--- src/rtl/system_partition_bank_pkg.sv ---
// Shared parameters and helpers for the double-buffered partition register bank.
`ifndef SINGLE
`define SINGLE 32
`endif

package system_partition_bank_pkg;

  localparam int DEFAULT_WIDTH = `SINGLE;
  localparam int STEP_CNT_W    = 16;

  // Address width for n channels; never less than 1 so a port always exists.
  function automatic int clog2(input int n);
    int w;
    w = 1;
    while ((1 << w) < n) w++;
    return w;
  endfunction

endpackage

--- src/rtl/system_partition_bank_partition_channel.sv ---
// One partition channel: shadow word, active/prev words and the written flag.
module partition_channel
  import system_partition_bank_pkg::*;
#(
  parameter int WIDTH           = DEFAULT_WIDTH,
  parameter bit CLEAR_ON_COMMIT = 1'b0
) (
  input  logic             clk,
  input  logic             rst,
  input  logic             wr_hit,
  input  logic [WIDTH-1:0] wr_data,
  input  logic             commit,
  output logic [WIDTH-1:0] active,
  output logic [WIDTH-1:0] prev,
  output logic             missing
);

  logic [WIDTH-1:0] shadow;
  logic             written;

  // A write landing on the commit edge still counts for the step being closed.
  assign missing = ~(written | wr_hit);

  always_ff @(posedge clk or posedge rst) begin
    if (rst) begin
      shadow  <= '0;
      active  <= '0;
      prev    <= '0;
      written <= 1'b0;
    end else if (commit) begin
      prev    <= active;
      active  <= wr_hit ? wr_data : shadow;
      written <= 1'b0;
      if (CLEAR_ON_COMMIT) begin
        shadow <= '0;
      end else if (wr_hit) begin
        shadow <= wr_data;
      end
    end else if (wr_hit) begin
      shadow  <= wr_data;
      written <= 1'b1;
    end
  end

endmodule

--- src/rtl/system_partition_bank.sv ---
// Partition register bank: per-channel shadow writes, atomic commit at the step boundary.
module system_partition_bank
  import system_partition_bank_pkg::*;
#(
  parameter int WIDTH           = DEFAULT_WIDTH,
  parameter int CHANNELS        = 8,
  parameter bit CLEAR_ON_COMMIT = 1'b0,
  parameter int AW              = clog2(CHANNELS)
) (
  input  logic                        clk,
  input  logic                        rst,
  input  logic                        wr_en,
  input  logic [AW-1:0]               wr_addr,
  input  logic [WIDTH-1:0]            wr_data,
  input  logic                        control_valuation_sig,
  output logic [CHANNELS*WIDTH-1:0]   cout_flat,
  output logic [CHANNELS*WIDTH-1:0]   cout_prev_flat,
  output logic                        commit_done,
  output logic [CHANNELS-1:0]         miss_mask,
  output logic                        err_incomplete,
  output logic                        err_addr,
  output logic [STEP_CNT_W-1:0]       step_cnt
);

  localparam logic [AW:0] CH_LIMIT = (AW + 1)'(CHANNELS);

  // The strobe is a single-cycle pulse; there is no backpressure on writes or commits.
  logic                addr_oob;
  logic [CHANNELS-1:0] wr_hit;
  logic [CHANNELS-1:0] missing;

  assign addr_oob = ({1'b0, wr_addr} >= CH_LIMIT);

  for (genvar k = 0; k < CHANNELS; k++) begin : g_ch
    assign wr_hit[k] = wr_en && !addr_oob && (wr_addr == AW'(k));

    partition_channel #(
      .WIDTH           (WIDTH),
      .CLEAR_ON_COMMIT (CLEAR_ON_COMMIT)
    ) u_ch (
      .clk     (clk),
      .rst     (rst),
      .wr_hit  (wr_hit[k]),
      .wr_data (wr_data),
      .commit  (control_valuation_sig),
      .active  (cout_flat[k*WIDTH +: WIDTH]),
      .prev    (cout_prev_flat[k*WIDTH +: WIDTH]),
      .missing (missing[k])
    );
  end

  always_ff @(posedge clk or posedge rst) begin
    if (rst) begin
      miss_mask      <= '0;
      step_cnt       <= '0;
      commit_done    <= 1'b0;
      err_incomplete <= 1'b0;
      err_addr       <= 1'b0;
    end else begin
      commit_done    <= control_valuation_sig;
      err_incomplete <= control_valuation_sig && (|missing);
      if (control_valuation_sig) begin
        miss_mask <= missing;
        step_cnt  <= step_cnt + 1'b1;
      end
      if (wr_en && addr_oob) begin
        err_addr <= 1'b1;
      end
    end
  end

endmodule

--- config.mk ---
export PLATFORM = sky130hd
export DESIGN_NAME = system_partition_bank
export DESIGN_NICKNAME = d
export VERILOG_FILES = /design/src/rtl/system_partition_bank_pkg.sv /design/src/rtl/system_partition_bank_partition_channel.sv /design/src/rtl/system_partition_bank.sv
export SDC_FILE = /design/constraint.sdc
export NUM_CORES = 1
export LEC_CHECK = 0
export CORE_MARGIN = 2
export CORE_UTILIZATION = 49
export CTS_BUF_LIST = sky130_fd_sc_hd__clkbuf_4
export DETAILED_ROUTE_END_ITERATION = 10
export GPL_TIMING_DRIVEN = 0
export PLACE_DENSITY_LB_ADDON = 0.08
export SLEW_MARGIN = 20
export SYNTH_ARGS = -nofsm -noshare
export SYNTH_HDL_FRONTEND = slang
export SYNTH_SLANG_ARGS = --single-unit
export TNS_END_PERCENT = 20
--- constraint.sdc ---
create_clock -name clk -period 26.9 [get_ports clk]
set_input_delay 2.69 -clock clk [delete_from_list [all_inputs] [get_ports clk]]
set_output_delay 2.69 -clock clk [all_outputs]
set_load 0.05 [all_outputs]
==> out/qor.txt <==
DRT
--------------------------------------------------------------------------------------
First-pass iteration count of the detailed router                                    4
Vias per cell                                                                     5.25
Drt initial violations                                                             853
Via total after detailed routing                                                 18100
Post-detailed-route count of antenna-violating nets                                  0
Routed length per placed instance                                              24.1 um
DRC Markers                                                                          0
Sum of routed wire length over all layers                                      83.3 mm

GLOBAL ROUTING
--------------------------------------------------------------------------------------
Met2 routing resource usage after global routing                                 44.2%
Global route hottest layer                                                        met2
Antenna violations before repair                                                     7
Pin count of the biggest net entering global routing                               110
Met1 track utilization from global routing                                       34.1%
Aggregate global routing overflow                                                    0
Met3 demand-to-capacity share in global routing                                  7.73%
Global-route usage over all layers                                               26.8%
First-pass GRT wire length                                                      125 mm
Vias in the first global route                                                   19600

FINISH
--------------------------------------------------------------------------------------
Count of nets after finishing                                                     2578
Layout cells sized above 1                                                       43.0%
Area growth syn-to-layout                                                        31.7%

LOGIC SYNTHESIS
--------------------------------------------------------------------------------------
Fraction of the yosys area taken by sequential cells                             66.8%
Top flip-flop cell by instance count after synthesis                      sky130_fd_sc_hd__dfrtp_1
Number of nets produced by synthesis                                              1792
FF+latch count, synth                                                              802
Synth Warn #                                                                         0
Post-synth ARST share                                                             100%
Number of flops mapped to enable cells by yosys                                      0
Distinct cell type count of the synthesized netlist                                 34
Post-synthesis area per instance                                              17.1 um2
Post-synthesis instance total                                                     1752
Post-synth design cell area                                                  30000 um2

CLOCK NETWORK
--------------------------------------------------------------------------------------
Post-CTS Setup Repair Bufs                                                           0
# H-tree levels                                                                      4
Total of hold buffers inserted after clock tree synthesis                            0
Number of instances resized during post-cts repair                                   0
CTS tree                                                                          done
Clock transition at the registers of the reported paths                        0.06 ns
Inserted Clock Buffers                                                             201
Bufs on Longest Clock Path                                                           3
Clock sinks                                                                        802
Worst skew pair latency                                                        1.03 ns
Root buffer cell                                                          sky130_fd_sc_hd__clkbuf_4

PLACEMENT
--------------------------------------------------------------------------------------
Placed wire-length estimate                                                    59.1 mm
Pre-CTS setup slack                                                           21.21 ns
Routability Congestion                                                           0.809
I/O Buffers                                                                        575

PWR
--------------------------------------------------------------------------------------
Peak supply drop                                                             0.0804 mV
Post-layout power                                                              4.53 mW
Pwr/cell area                                                               115 nW/um2
P_leak                                                                         17.4 nW

RUN
--------------------------------------------------------------------------------------
Reported max-cap violation count                                                     0

FLOORPLAN
--------------------------------------------------------------------------------------
Vertical die dimension                                                          252 um
Number of placed I/O pins                                                          578
Die width                                                                       252 um
Full die area                                                                63300 um2
Site Rows                                                                           90
Initial standard-cell utilization of the core                                    49.7%
Core Footprint                                                               60500 um2

STA
--------------------------------------------------------------------------------------
Final setup violation count                                                          0
Time the final worst path needs with I/O delays and setup                      5.09 ns
Number of pins exceeding their max-slew limit in the final report                    0
RSZ-0062 raised after global routing                                             false
Final worst clock skew                                                       0.0464 ns
Achievable Freq                                                                197 MHz
Relative slew margins                                                            25.5%
Worst setup margin                                                            21.81 ns
Worst Max-Slew Pin Slew                                                        1.12 ns
Final Hold Slack                                                              0.490 ns
Ratio of final minimum period to clock period                                    18.9%
Endpoints failing hold                                                               0

SETUP PATH
--------------------------------------------------------------------------------------
Cell family with the largest share of critical-path delay                 buffers and inverters
Setup Crit Path Kind                                                           reg2out
Chain of cells forming the critical path                                  clkdlybuf4s50_1
Arrival time worst endpoint                                                    2.40 ns
Crit end category                                                           output pin
Library cell contributing the largest single delay on the critical path   sky130_fd_sc_hd__clkdlybuf4s50_1
Sort of element at the start of the critical path                             register
Maximum fanout count along the critical path                                         5
CP bufs+invs                                                                         1
WP data required                                                              24.21 ns
Largest incremental delay on the critical path                                 0.89 ns

RUN STATUS
--------------------------------------------------------------------------------------
Result of the run                                                         complete, no violations

HOLD PATH
--------------------------------------------------------------------------------------
Type of the worst min-delay path                                               reg2reg

## worst reg2reg max path, delay by kind of cell (launching register included)
family / cells / cell delay, ns
flops: 1 / 0.46
simple gates: 3 / 0.91
xor+xnor: 1 / 0.17
## layout make-up
class | instances | area (um2)
multi-input cells | 858 | 9490
inverters | 2 | 17.5
plain buffers | 90 | 464
clock inverters | 34 | 299
well taps | 782 | 978
fillers | 4461 | 20900
diodes | 7 | 17.5
repair buffers | 583 | 5980
flip-flops and latches | 802 | 20100
clock buffers | 300 | 2250
## cells in the final DEF, fill, tap and decap left out, types with 3 or more instances in the layout
cell / instances
sky130_fd_sc_hd__clkbuf_1: 42
sky130_fd_sc_hd__mux2_4: 58
sky130_fd_sc_hd__and2_1: 3
sky130_fd_sc_hd__buf_1: 3
sky130_fd_sc_hd__clkdlybuf4s50_1: 575
sky130_fd_sc_hd__xnor2_1: 10
sky130_fd_sc_hd__bufinv_16: 6
sky130_fd_sc_hd__xor2_1: 5
sky130_fd_sc_hd__nand4_1: 6
sky130_fd_sc_hd__mux2i_1: 3
sky130_fd_sc_hd__nand2_1: 8
sky130_fd_sc_hd__buf_2: 29
sky130_fd_sc_hd__buf_16: 8
sky130_fd_sc_hd__buf_4: 8
sky130_fd_sc_hd__buf_6: 8
sky130_fd_sc_hd__clkbuf_4: 300
sky130_fd_sc_hd__diode_2: 7
sky130_fd_sc_hd__dfrtp_1: 802
sky130_fd_sc_hd__a21oi_1: 4
sky130_fd_sc_hd__nand3_1: 4
sky130_fd_sc_hd__nor2_1: 17
sky130_fd_sc_hd__mux2_2: 720
sky130_fd_sc_hd__nor2b_1: 3
sky130_fd_sc_hd__clkinv_1: 21
sky130_fd_sc_hd__inv_2: 3
## power breakdown
part	switching, mW	total, mW	internal, mW
logic	1.11	1.76	0.640
clock network	0.475	1.03	0.560
registers	0.220	1.74	1.52
total	1.81	4.53	2.72
## cells in the mapped netlist, types with 4 or more instances
cell | n | area [um2]
sky130_fd_sc_hd__nand4_1 | 6 | 37.5
sky130_fd_sc_hd__nand3_1 | 4 | 20.0
sky130_fd_sc_hd__mux2_2 | 720 | 8110
sky130_fd_sc_hd__a21oi_1 | 4 | 20.0
sky130_fd_sc_hd__clkbuf_1 | 42 | 158
sky130_fd_sc_hd__nand2_1 | 8 | 30.0
sky130_fd_sc_hd__buf_4 | 8 | 60.1
sky130_fd_sc_hd__dfrtp_1 | 802 | 20100
sky130_fd_sc_hd__buf_6 | 8 | 90.1
sky130_fd_sc_hd__xnor2_1 | 10 | 87.6
sky130_fd_sc_hd__mux2_4 | 58 | 871
sky130_fd_sc_hd__buf_2 | 29 | 145
sky130_fd_sc_hd__xor2_1 | 5 | 43.8
sky130_fd_sc_hd__nor2_1 | 17 | 63.8
## registers in the layout, summed over array words and instances, names as in the netlist
signal             flops
err_incomplete         1
g_ch.u_ch.prev       256
commit_done            1
step_cnt              16
g_ch.u_ch.active     256
g_ch.u_ch.shadow     256
g_ch.u_ch.written      8
miss_mask              8
## logic make-up after synthesis
family          synth area share [%]
fa+ha+maj                     0.0417
compound gates                 0.129
mux                             30.0
xor+xnor                       0.437
flops                           66.8
simple gates                   0.971
other cells                   0.0125
buf+inv                         1.58
## path summary, 6_finish.rpt
check,slack (ns),cells past startpoint,startpoint,end
worst max-delay path,21.81,1,step_cnt[0]$_DFFE_PP0P_,step_cnt[0]
min in group asynchronous,2.19,2,rst,g_ch[5].u_ch.prev[5]$_DFFE_PP0P_
worst min-delay path,0.49,1,g_ch[6].u_ch.shadow[21]$_DFF_PP0_,g_ch[6].u_ch.shadow[21]$_DFF_PP0_
worst min register to register,0.49,1,g_ch[6].u_ch.shadow[21]$_DFF_PP0_,g_ch[6].u_ch.shadow[21]$_DFF_PP0_
worst max register to register,25.29,4,step_cnt[3]$_DFFE_PP0P_,step_cnt[15]$_DFFE_PP0P_
max in group asynchronous,22.86,5,rst,g_ch[0].u_ch.prev[23]$_DFFE_PP0P_
## routing by layer
layer	routed length, um	up-vias
met1	34600	9596
met3	5440	119
met4	1860	2
met2	41400	547
met5	10	-
li1	-	7874
## metrics by stage
step	cell area, um2	utilization (%)	instances	TNS (ns)
3_3_place_gp	36800	60.8	3109	-4863.87
5_1_grt	39600	65.4	3455	0
2_1_floorplan	30000	-	1752	0
6_report	39600	65.4	3458	0
4_1_cts	39500	65.4	3451	0
3_5_place_dp	37000	61.2	3117	0
Power figures use the tool's default switching activity.
